**config.mk**
```make
export PLATFORM = sky130hd
export DESIGN_NAME = axi_lite_reg_bridge_flat
export DESIGN_NICKNAME = d
export VERILOG_FILES = /design/src/rtl/axi_lite_reg_bridge_pkg.sv /design/src/rtl/axi_lite_reg_bridge_if.sv /design/src/rtl/axi_lite_reg_bridge_hold.sv /design/src/rtl/axi_lite_reg_bridge.sv /design/src/flat_wrapper.sv
export SDC_FILE = /design/constraint.sdc
export NUM_CORES = 1
export LEC_CHECK = 0
export ABC_AREA = 1
export ABC_CLOCK_PERIOD_IN_PS = 1700
export BUFFER_PORTS_ARGS = -buffer_cell sky130_fd_sc_hd__buf_2
export CORE_ASPECT_RATIO = 1.5
export CORE_MARGIN = 1.5
export CORE_UTILIZATION = 50
export DETAILED_ROUTE_END_ITERATION = 12
export MAX_ROUTING_LAYER = met4
export PLACE_DENSITY = 0.91
export SYNTH_ARGS = -nofsm -noshare
export SYNTH_HDL_FRONTEND = slang
export SYNTH_SLANG_ARGS = --single-unit
```
**constraint.sdc**
```tcl
create_clock -name clk -period 1.7 [get_ports clk]
set_input_delay 0.085 -clock clk [delete_from_list [all_inputs] [get_ports clk]]
set_output_delay 0.085 -clock clk [all_outputs]
set_load 0.005 [all_outputs]
```
**src/rtl/axi_lite_reg_bridge_pkg.sv**
```systemverilog
// Shared types and constants for the AXI4-Lite to strobe-register-bus bridge.
package axi_reg_pkg;

  localparam logic [1:0] RESP_OKAY   = 2'b00;
  localparam logic [1:0] RESP_SLVERR = 2'b10;

  // Cycles to wait for reg_ready before answering with SLVERR (legal range 2..255).
  localparam int DEFAULT_TIMEOUT_CYCLES = 16;

  typedef enum logic [2:0] {
    IDLE,
    WR_REQ,
    WR_WAIT,
    WR_RESP,
    RD_REQ,
    RD_WAIT,
    RD_RESP
  } bridge_state_t;

endpackage

```
**src/rtl/axi_lite_reg_bridge_if.sv**
```systemverilog
// AXI4-Lite channel bundle between a host (master) and the register bridge (slave).
interface axi_lite_reg_bridge_if #(
  parameter int AXI_ADDR_WIDTH = 7,
  parameter int DATA_WIDTH     = 32
) ();

  logic [AXI_ADDR_WIDTH-1:0] s_awaddr;
  logic                      s_awvalid;
  logic                      s_awready;
  logic [DATA_WIDTH-1:0]     s_wdata;
  logic [DATA_WIDTH/8-1:0]   s_wstrb;
  logic                      s_wvalid;
  logic                      s_wready;
  logic [1:0]                s_bresp;
  logic                      s_bvalid;
  logic                      s_bready;
  logic [AXI_ADDR_WIDTH-1:0] s_araddr;
  logic                      s_arvalid;
  logic                      s_arready;
  logic [DATA_WIDTH-1:0]     s_rdata;
  logic [1:0]                s_rresp;
  logic                      s_rvalid;
  logic                      s_rready;

  modport slave (
    input  s_awaddr, s_awvalid, s_wdata, s_wstrb, s_wvalid, s_bready,
           s_araddr, s_arvalid, s_rready,
    output s_awready, s_wready, s_bresp, s_bvalid, s_arready,
           s_rdata, s_rresp, s_rvalid
  );

  modport master (
    output s_awaddr, s_awvalid, s_wdata, s_wstrb, s_wvalid, s_bready,
           s_araddr, s_arvalid, s_rready,
    input  s_awready, s_wready, s_bresp, s_bvalid, s_arready,
           s_rdata, s_rresp, s_rvalid
  );

endinterface

```
**src/rtl/axi_lite_reg_bridge_hold.sv**
```systemverilog
// Single-entry valid/ready holding register: accepts one request and keeps it until granted.
module axi_req_hold #(
  parameter int W = 8
) (
  input  logic         clk,
  input  logic         reset,
  input  logic         i_valid,
  input  logic [W-1:0] i_payload,
  input  logic         i_clear,
  output logic         o_ready,
  output logic         o_held,
  output logic [W-1:0] o_payload
);

  logic         r_held;
  logic [W-1:0] r_payload;

  // Capture on handshake, release on grant; a grant only happens while held, so the two never collide.
  always_ff @(posedge clk) begin
    if (reset) begin
      r_held    <= 1'b0;
      r_payload <= '0;
    end else if (i_clear) begin
      r_held    <= 1'b0;
    end else if (i_valid && !r_held) begin
      r_held    <= 1'b1;
      r_payload <= i_payload;
    end
  end

  assign o_held    = r_held;
  assign o_ready   = !r_held;
  assign o_payload = r_payload;

endmodule

```
**src/rtl/axi_lite_reg_bridge.sv**
```systemverilog
// AXI4-Lite slave that turns host accesses into one-cycle reg_write/reg_read strobes.
module axi_lite_reg_bridge
  import axi_reg_pkg::*;
#(
  parameter int ADDR_WIDTH     = 5,
  parameter int DATA_WIDTH     = 32,
  parameter int AXI_ADDR_WIDTH = ADDR_WIDTH + 2,
  parameter int TIMEOUT_CYCLES = DEFAULT_TIMEOUT_CYCLES
) (
  input  logic                    clk,
  input  logic                    reset,
  axi_lite_reg_bridge_if.slave    s_axi,
  output logic [ADDR_WIDTH-1:0]   reg_addr,
  output logic                    reg_write,
  output logic [DATA_WIDTH-1:0]   reg_wdata,
  output logic [DATA_WIDTH/8-1:0] reg_wstrb,
  output logic                    reg_read,
  input  logic [DATA_WIDTH-1:0]   reg_rdata,
  input  logic                    reg_ready
);

  localparam int STRB_WIDTH = DATA_WIDTH / 8;
  localparam int WORD_BITS  = AXI_ADDR_WIDTH - 2;
  localparam logic [7:0] TIMEOUT_LAST = 8'(TIMEOUT_CYCLES - 1);

  logic                             w_awHeld, w_wHeld, w_arHeld;
  logic                             w_awReady, w_wReady, w_arReady;
  logic [WORD_BITS-1:0]             w_awWord, w_arWord;
  logic [STRB_WIDTH+DATA_WIDTH-1:0] w_wPayload;
  logic                             w_grantWrite, w_grantRead;
  logic                             w_timeout, w_waitDone;
  bridge_state_t                    r_state, w_stateNext;

  logic                             r_regWrite, r_regRead, r_lastWasWrite;
  logic [ADDR_WIDTH-1:0]            r_regAddr;
  logic [DATA_WIDTH-1:0]            r_regWdata, r_rdata;
  logic [STRB_WIDTH-1:0]            r_regWstrb;
  logic [7:0]                       r_cnt;
  logic                             r_bvalid, r_rvalid;
  logic [1:0]                       r_bresp, r_rresp;

  axi_req_hold #(.W(WORD_BITS)) u_awHold (
    .clk(clk), .reset(reset),
    .i_valid(s_axi.s_awvalid), .i_payload(s_axi.s_awaddr[AXI_ADDR_WIDTH-1:2]),
    .i_clear(w_grantWrite),
    .o_ready(w_awReady), .o_held(w_awHeld), .o_payload(w_awWord)
  );

  axi_req_hold #(.W(STRB_WIDTH + DATA_WIDTH)) u_wHold (
    .clk(clk), .reset(reset),
    .i_valid(s_axi.s_wvalid), .i_payload({s_axi.s_wstrb, s_axi.s_wdata}),
    .i_clear(w_grantWrite),
    .o_ready(w_wReady), .o_held(w_wHeld), .o_payload(w_wPayload)
  );

  axi_req_hold #(.W(WORD_BITS)) u_arHold (
    .clk(clk), .reset(reset),
    .i_valid(s_axi.s_arvalid), .i_payload(s_axi.s_araddr[AXI_ADDR_WIDTH-1:2]),
    .i_clear(w_grantRead),
    .o_ready(w_arReady), .o_held(w_arHeld), .o_payload(w_arWord)
  );

  assign w_timeout  = (r_cnt == TIMEOUT_LAST);
  assign w_waitDone = reg_ready || w_timeout;

  // State register.
  always_ff @(posedge clk) begin
    if (reset) r_state <= IDLE;
    else       r_state <= w_stateNext;
  end

  // Next state and grants; reads win a tie only when the previous grant was a write.
  always_comb begin
    w_stateNext  = r_state;
    w_grantWrite = 1'b0;
    w_grantRead  = 1'b0;
    case (r_state)
      IDLE: begin
        if (w_arHeld && (!(w_awHeld && w_wHeld) || r_lastWasWrite)) begin
          w_grantRead = 1'b1;
          w_stateNext = RD_REQ;
        end else if (w_awHeld && w_wHeld) begin
          w_grantWrite = 1'b1;
          w_stateNext  = WR_REQ;
        end
      end
      WR_REQ:  w_stateNext = WR_WAIT;
      RD_REQ:  w_stateNext = RD_WAIT;
      WR_WAIT: if (w_waitDone) w_stateNext = WR_RESP;
      RD_WAIT: if (w_waitDone) w_stateNext = RD_RESP;
      WR_RESP: if (s_axi.s_bready) w_stateNext = IDLE;
      RD_RESP: if (s_axi.s_rready) w_stateNext = IDLE;
      default: w_stateNext = IDLE;
    endcase
  end

  // Registered register-bus request, wait counter and AXI responses.
  always_ff @(posedge clk) begin
    if (reset) begin
      r_regWrite     <= 1'b0;
      r_regRead      <= 1'b0;
      r_regAddr      <= '0;
      r_regWdata     <= '0;
      r_regWstrb     <= '0;
      r_lastWasWrite <= 1'b1;
      r_cnt          <= '0;
      r_bvalid       <= 1'b0;
      r_bresp        <= RESP_OKAY;
      r_rvalid       <= 1'b0;
      r_rresp        <= RESP_OKAY;
      r_rdata        <= '0;
    end else begin
      r_regWrite <= w_grantWrite;
      r_regRead  <= w_grantRead;
      if (w_grantWrite) begin
        r_regAddr      <= w_awWord[ADDR_WIDTH-1:0];
        r_regWdata     <= w_wPayload[DATA_WIDTH-1:0];
        r_regWstrb     <= w_wPayload[STRB_WIDTH+DATA_WIDTH-1:DATA_WIDTH];
        r_lastWasWrite <= 1'b1;
      end else if (w_grantRead) begin
        r_regAddr      <= w_arWord[ADDR_WIDTH-1:0];
        r_regWdata     <= '0;
        r_regWstrb     <= '0;
        r_lastWasWrite <= 1'b0;
      end
      if (r_state == WR_REQ || r_state == RD_REQ)
        r_cnt <= '0;
      else if ((r_state == WR_WAIT || r_state == RD_WAIT) && !w_waitDone)
        r_cnt <= r_cnt + 8'd1;
      if (r_state == WR_WAIT && w_waitDone) begin
        r_bvalid <= 1'b1;
        r_bresp  <= reg_ready ? RESP_OKAY : RESP_SLVERR;
      end else if (r_state == WR_RESP && s_axi.s_bready) begin
        r_bvalid <= 1'b0;
      end
      if (r_state == RD_WAIT && w_waitDone) begin
        r_rvalid <= 1'b1;
        r_rresp  <= reg_ready ? RESP_OKAY : RESP_SLVERR;
        r_rdata  <= reg_ready ? reg_rdata : '0;
      end else if (r_state == RD_RESP && s_axi.s_rready) begin
        r_rvalid <= 1'b0;
      end
    end
  end

  assign s_axi.s_awready = w_awReady;
  assign s_axi.s_wready  = w_wReady;
  assign s_axi.s_arready = w_arReady;
  assign s_axi.s_bvalid  = r_bvalid;
  assign s_axi.s_bresp   = r_bresp;
  assign s_axi.s_rvalid  = r_rvalid;
  assign s_axi.s_rresp   = r_rresp;
  assign s_axi.s_rdata   = r_rdata;

  assign reg_addr  = r_regAddr;
  assign reg_write = r_regWrite;
  assign reg_wdata = r_regWdata;
  assign reg_wstrb = r_regWstrb;
  assign reg_read  = r_regRead;

endmodule

```
**src/flat_wrapper.sv**
```systemverilog
// flat-port wrapper written by rule: the top's interface ports become plain ports
module axi_lite_reg_bridge_flat import axi_reg_pkg::*;
#(
  parameter int ADDR_WIDTH     = 5,
  parameter int DATA_WIDTH     = 32,
  parameter int AXI_ADDR_WIDTH = ADDR_WIDTH + 2,
  parameter int TIMEOUT_CYCLES = DEFAULT_TIMEOUT_CYCLES
)
  (clk, reset, reg_addr, reg_write, reg_wdata, reg_wstrb, reg_read, reg_rdata, reg_ready, s_axi_s_awaddr, s_axi_s_awvalid, s_axi_s_wdata, s_axi_s_wstrb, s_axi_s_wvalid, s_axi_s_bready, s_axi_s_araddr, s_axi_s_arvalid, s_axi_s_rready, s_axi_s_awready, s_axi_s_wready, s_axi_s_bresp, s_axi_s_bvalid, s_axi_s_arready, s_axi_s_rdata, s_axi_s_rresp, s_axi_s_rvalid);
  axi_lite_reg_bridge_if #(.AXI_ADDR_WIDTH(AXI_ADDR_WIDTH), .DATA_WIDTH(DATA_WIDTH)) s_axi_i ();
  input  logic clk;
  input  logic reset;
  output logic [ADDR_WIDTH-1:0] reg_addr;
  output logic reg_write;
  output logic [DATA_WIDTH-1:0] reg_wdata;
  output logic [DATA_WIDTH/8-1:0] reg_wstrb;
  output logic reg_read;
  input  logic [DATA_WIDTH-1:0] reg_rdata;
  input  logic reg_ready;
  input wire logic [$bits(s_axi_i.s_awaddr)-1:0] s_axi_s_awaddr;
  input wire logic [$bits(s_axi_i.s_awvalid)-1:0] s_axi_s_awvalid;
  input wire logic [$bits(s_axi_i.s_wdata)-1:0] s_axi_s_wdata;
  input wire logic [$bits(s_axi_i.s_wstrb)-1:0] s_axi_s_wstrb;
  input wire logic [$bits(s_axi_i.s_wvalid)-1:0] s_axi_s_wvalid;
  input wire logic [$bits(s_axi_i.s_bready)-1:0] s_axi_s_bready;
  input wire logic [$bits(s_axi_i.s_araddr)-1:0] s_axi_s_araddr;
  input wire logic [$bits(s_axi_i.s_arvalid)-1:0] s_axi_s_arvalid;
  input wire logic [$bits(s_axi_i.s_rready)-1:0] s_axi_s_rready;
  output wire logic [$bits(s_axi_i.s_awready)-1:0] s_axi_s_awready;
  output wire logic [$bits(s_axi_i.s_wready)-1:0] s_axi_s_wready;
  output wire logic [$bits(s_axi_i.s_bresp)-1:0] s_axi_s_bresp;
  output wire logic [$bits(s_axi_i.s_bvalid)-1:0] s_axi_s_bvalid;
  output wire logic [$bits(s_axi_i.s_arready)-1:0] s_axi_s_arready;
  output wire logic [$bits(s_axi_i.s_rdata)-1:0] s_axi_s_rdata;
  output wire logic [$bits(s_axi_i.s_rresp)-1:0] s_axi_s_rresp;
  output wire logic [$bits(s_axi_i.s_rvalid)-1:0] s_axi_s_rvalid;
  assign s_axi_i.s_awaddr = s_axi_s_awaddr;
  assign s_axi_i.s_awvalid = s_axi_s_awvalid;
  assign s_axi_i.s_wdata = s_axi_s_wdata;
  assign s_axi_i.s_wstrb = s_axi_s_wstrb;
  assign s_axi_i.s_wvalid = s_axi_s_wvalid;
  assign s_axi_i.s_bready = s_axi_s_bready;
  assign s_axi_i.s_araddr = s_axi_s_araddr;
  assign s_axi_i.s_arvalid = s_axi_s_arvalid;
  assign s_axi_i.s_rready = s_axi_s_rready;
  assign s_axi_s_awready = s_axi_i.s_awready;
  assign s_axi_s_wready = s_axi_i.s_wready;
  assign s_axi_s_bresp = s_axi_i.s_bresp;
  assign s_axi_s_bvalid = s_axi_i.s_bvalid;
  assign s_axi_s_arready = s_axi_i.s_arready;
  assign s_axi_s_rdata = s_axi_i.s_rdata;
  assign s_axi_s_rresp = s_axi_i.s_rresp;
  assign s_axi_s_rvalid = s_axi_i.s_rvalid;
  axi_lite_reg_bridge #(.ADDR_WIDTH(ADDR_WIDTH), .DATA_WIDTH(DATA_WIDTH), .AXI_ADDR_WIDTH(AXI_ADDR_WIDTH), .TIMEOUT_CYCLES(TIMEOUT_CYCLES)) u_core (.clk(clk), .reset(reset), .s_axi(s_axi_i), .reg_addr(reg_addr), .reg_write(reg_write), .reg_wdata(reg_wdata), .reg_wstrb(reg_wstrb), .reg_read(reg_read), .reg_rdata(reg_rdata), .reg_ready(reg_ready));
endmodule
```
After elaboration in Yosys (flattened, before gate mapping) --
Cells that the tools add are included.
Storage, ports and cells: flip-flop bits (word level) 142, latch bits 0, bits in writable memories 0, bits in read-only memories 0, input port bits 90, output and inout bits 84, logic and storage cells 88, memories 0
Cells by class: $add $sub $neg 1, multipliers 0, divide/modulo/power cells 0, $lt $le $gt $ge 0, equal/unequal tests 12, shifts and indexed selects 0, multiplexer cells 24, bitwise logic cells 2, reductions and logical operators 30
Operators with widths (count):
- 32-bit 2-to-1 mux | 3
- 3-bit one-hot mux with 7 select lines | 1
- 3-bit 2-to-1 mux | 6
- 1-bit logical AND | 10
- 5-bit 2-to-1 mux | 2
- 3-bit equality test (second input constant) | 3
- 1-bit 2-to-1 mux | 9
- 8-bit by 1-bit adder with 8-bit output (second input constant) | 1
- 8-bit by 4-bit equality test with 1-bit output (second input constant) | 1
- 4-bit 2-to-1 mux | 2
- 3-bit by 2-bit equality test with 1-bit output (second input constant) | 2
- 2-bit AND reduction | 3
- 2-bit nonzero test | 3
- 2-bit OR reduction | 3
- 1-bit zero test | 5
- 5-bit AND reduction | 1
- 1-bit logical OR | 4
- 2-bit by 1-bit != test with 1-bit output (second input constant) | 2
- 2-bit != test (second input constant) | 2
- 3-bit by 1-bit equality test with 1-bit output (second input constant) | 1
- 3-bit zero test | 1
- 3-bit by 1-bit != test with 1-bit output (second input constant) | 1
- 2-bit 2-to-1 mux | 1
- 1-bit inverter | 2

Logic depth before layout (Yosys ltp) --
depth after elaboration 8, depth in mapped cells 9

Hierarchy --
Synthesis repeated with hierarchy kept, for this count alone.
Unflattened totals: cell total of the unflattened synthesis 780, area total of the unflattened synthesis 5793.1 µm²
By module, submodules not included:
- axi_lite_reg_bridge | instances 1, cells an instance 466, area an instance 3602.2 µm², sequential area each 1821.7 µm²
- axi_req_hold (u_core.u_wHold) | instances 1, cells an instance 240, area an instance 1672.9 µm², sequential area each 740.7 µm²
- axi_req_hold (u_core.u_arHold ...) | instances 2, cells an instance 37, area an instance 259.0 µm², sequential area each 120.1 µm²

Worst setup path before layout --
Ideal clock, no wire load.
path kind reg2reg, start reg u_core.r_cnt[0], end reg u_core.r_rdata[27] (netlist: u_core.s_axi.s_rdata[27]), library setup time 0.132 ns, data arrival time 1.293 ns, slack 0.275 ns, cell stages (with the launch flop) 10, buffers on the path 1, period minus slack after synthesis 1.425 ns, cells stage by stage dfxtp_1 > ha_1 > inv_1 > nor2_1 > nand3_1 > nand2_1 > nand2_2 > buf_6 > nand2_1 > a21oi_1
Between the ends: cells in the longest elaborated chain, start to end 3
Ends and longest elaborated chain:
- start, declared | RTL line axi_lite_reg_bridge.sv:38 | logic [7:0] r_cnt;
- start signal, assigned | RTL line axi_lite_reg_bridge.sv:129 | r_cnt <= r_cnt + 8'd1;
- 8-bit by 4-bit equality test with 1-bit output | RTL line axi_lite_reg_bridge.sv:63 | assign w_timeout = (r_cnt == TIMEOUT_LAST);
- 1-bit logical OR | RTL line axi_lite_reg_bridge.sv:64 | assign w_waitDone = reg_ready || w_timeout;
- 1-bit logical AND | RTL line axi_lite_reg_bridge.sv:136 | if (r_state == RD_WAIT && w_waitDone) begin
- end signal, assigned | RTL line axi_lite_reg_bridge.sv:139 | r_rdata <= reg_ready ? reg_rdata : '0;
- end, declared | RTL line axi_lite_reg_bridge.sv:36 | logic [DATA_WIDTH-1:0] r_regWdata, r_rdata;
Every way passes these cells. A chain may end at the register's enable or synchronous reset.

Final worst setup path --
start reg u_core.r_state[2], end reg u_core.r_regWdata[20] (netlist: u_core.reg_wdata[20])
Between the ends: cells in the longest elaborated chain, start to end 3, elaborated cells on any way between the ends 5, classes of those cells mux (3); reduce/logical (2)
Ends and longest elaborated chain:
- start, declared | RTL line axi_lite_reg_bridge.sv:32 | bridge_state_t r_state, w_stateNext;
- start signal, assigned | RTL line axi_lite_reg_bridge.sv:69 | else r_state <= w_stateNext;
- 3-bit zero test * | RTL line axi_lite_reg_bridge.sv:77 | case (r_state)
- 1-bit 2-to-1 mux | RTL line axi_lite_reg_bridge.sv:77
- 32-bit 2-to-1 mux or 2-bit nonzero test (tied branches)
- end signal, assigned | RTL line axi_lite_reg_bridge.sv:117 | r_regWdata <= w_wPayload[DATA_WIDTH-1:0];
- end, declared | RTL line axi_lite_reg_bridge.sv:36
Mark *: on every way between the ends. The rest lies on a longest branch, timed or not.

==> metrics <==
Layout area overhead=45.02%; Post-Syn Area=about 0.0053 sq mm; Crit Path Class=reg2reg; CP Capture Type=register; critical path's top delay family=simple AND/OR/NAND/NOR gates; VDD IR max=849.8 uV; outcome=complete, no violations; Port Buffers=between 150 and 200; Final Cell Area=around 0.0076 sq mm; starting density of the core=51.68%; layout filler cell count=668; core footprint=0.01019 sq mm; WL per Instance=between 15 and 20 um; clk sinks=140; vias=5754; Seq/Total Area, Yosys=53.22%; Levels on crit path=8; hold path depth=4; Yosys warning count=0; routed wire length=17350 um; reg2reg path depth=8; # rows=45; Slowest cell on crit path=dfxtp_1; leak pwr=between 3 and 4 nW; element type at the critical path start=register; root buffer cell=clkbuf_16; Cell Count, Final, Fillers Out=~1100; vias in the first global route=~5700; power density over the cells=roughly 1200 mW/mm^2; DRC viols=0; drt first pass iters=5; CP max stage delay=approximately 0.38 ns; final net count=~1000; DR iter-0 viols=between 400 and 500; Mean Syn Cell Area=7.802 sq um; most common cell after layout, fill and taps aside=buf_2; Worst-path clk slew=0.06 ns; gr ovfl total=0; I/O pin count=roughly 170; Slew Limit Fails=0; most frequent cells in the layout=buf_2 (167), nand2_1 (140), dfxtp_1 (140); Seq. cell area=0.002803 sq mm; min Tclk post-route=approximately 1.6 ns; depth of the CTS H-tree=4; cell chain of the critical path=nor2_4 > nand2_4 > inv_4 > nand2_4 > nor2_8 > buf_4 > nand2_1 > nand2_1; first-pass GRT wire length=about 27000 um; vias per inst=5.368; Clk Latency, worst-skew pair=between 0.4 and 0.5 ns; Crit path required time=2.05 ns; Num CTS Buffers=17; Max Freq=between 600 and 700 MHz; CP Data Arrival Time=between 1.5 and 2 ns; synth unique cells=32; PnR worst setup slack=0.07444 ns; layout cells sized above 1=25.24%; post-DP HPWL=8710 um; dpl cells=between 900 and 1000; CTS tree=done; Die Ht=128.7 um; final hold violation count=0; area occupied by multi-input gates=roughly 0.0021 sq mm; final core utilization=74.94%; Max Fanout on Critical Path=17; largest net degree at the start of global routing=slightly above 50; Overall Global Routing Usage=between 30% and 40%; final setup violation count=0; GPL Wtd Cong=0.8398; DP Area=about 0.0062 sq mm; Antenna Nets Post-Route=0; Hold WS=~0.025 ns; Hold Path Class=in2reg; crit share post-route=95.62%; Final Skew=roughly 0.016 ns; initial antenna violation count=0; Die Wd=a little under 90 um; Syn Inst Count=675; Die Area=between 0.01 and 0.015 sq mm; ANT cells=0; flops & latches, synth=140; pre-CTS WS=about 0.056 ns; crit path buf inv count=2; MaxCap Viol Count=0; Max Buffers Root-to-Sink=2
==> routing by layer <==
layer / vias to the layer above / track usage [%] / wire length (um)
met4: 0 / 17.74 / 816
li1: 2687 / - / -
met3: 79 / 9.044 / 1421
met2: 347 / 56.63 / 8962
met1: 2641 / 31.87 / 6150
met5: - / - / 0
==> metrics by stage <==
step           total power [mW]   TNS, ns
2_1_floorplan             4.630         0
3_3_place_gp              5.026         0
3_5_place_dp              5.063         0
4_1_cts                   8.777         0
5_1_grt                   9.195  -0.02247
6_report                  8.843         0
==> registers in the layout (all words and copies together), names as in the netlist <==
name / cells
u_core.u_awHold.o_payload: 5
u_core.r_cnt: 8
u_core.u_wHold.o_payload: 36
u_core.s_axi.s_rdata: 32
u_core.reg_wdata: 32
u_core.u_arHold.o_payload: 5
u_core.s_axi.s_rvalid: 1
u_core.s_axi.s_bresp: 1
u_core.r_lastWasWrite: 1
u_core.u_awHold.o_held: 1
u_core.reg_wstrb: 4
u_core.s_axi.s_rresp: 1
u_core.reg_read: 1
u_core.s_axi.s_bvalid: 1
u_core.reg_addr: 5
u_core.reg_write: 1
u_core.u_wHold.o_held: 1
u_core.r_state: 3
u_core.u_arHold.o_held: 1
==> synthesized netlist by cell type, drive strengths merged <==
cell	count	share of area [%]
dfxtp	140	53
inv	29	2.2
xor2	4	0.67
nor3	3	0.29
clkinv	1	0.071
buf	20	2.7
nor2	107	8.2
ha	1	0.24
conb	1	0.071
or2	1	0.12
nand4	3	0.36
xnor2	1	0.17
clkbuf	21	1.5
o21bai	1	0.14
a21oi	58	5.9
o21ai	56	5.3
nand2	143	11
nand3	84	8.1
a211oi	1	0.14
==> timing repair <==
action                     CTS  global route
gates resized for setup      0             4
buffers inserted             0             1
hold endpoints to repair    80             0
hold buffers                80             0
setup endpoints to repair    0            38
==> cell type report <==
type / count / area share, %
sequential: 140 / 36.70
multi-input combinational: 465 / 28.08
timing repair buffer: 264 / 23.75
clock buffer: 19 / 5.931
tap: 141 / 2.310
clock inverter: 13 / 1.655
inverter: 30 / 1.573
==> worst min-delay path, delay by kind of cell <==
kind | cells | cell delay, ns
simple gates | 2 | 0.15
buf+inv | 1 | 0.09
compound gates | 1 | 0.05
==> logic make-up after synthesis <==
logic type | count (synthesis) | synth area share (%)
simple gates | 341 | 27.58
flops | 140 | 53.22
compound gates | 116 | 11.55
buf+inv | 71 | 6.510
xor+xnor | 5 | 0.8315
fa+ha+maj | 1 | 0.2375
other cells | 1 | 0.07121
==> power breakdown <==
group | switching (mW) | internal [mW] | leakage [nW] | total, mW
Combinational | 0.952 | 0.605 | 2.18 | 1.56
Sequential | 0.175 | 3.50 | 1.14 | 3.68
Clock | 1.49 | 2.12 | 0.280 | 3.61
==> worst paths after layout <==
check	slack (ns)	endpoint	start
max	0.07	u_core.reg_wdata[20]$_SDFFE_PP0P_	u_core.r_state[2]$_SDFFE_PP0P_
min	0.03	u_core.s_axi.s_bvalid$_SDFFE_PP0P_	s_axi_s_bready
max reg2reg	0.07	u_core.reg_wdata[20]$_SDFFE_PP0P_	u_core.r_state[2]$_SDFFE_PP0P_
min reg2reg	0.44	u_core.reg_wdata[27]$_SDFFE_PP0P_	u_core.u_wHold.o_payload[27]$_SDFFE_PP0P_
Note: power is estimated with default switching activity, not from simulation.
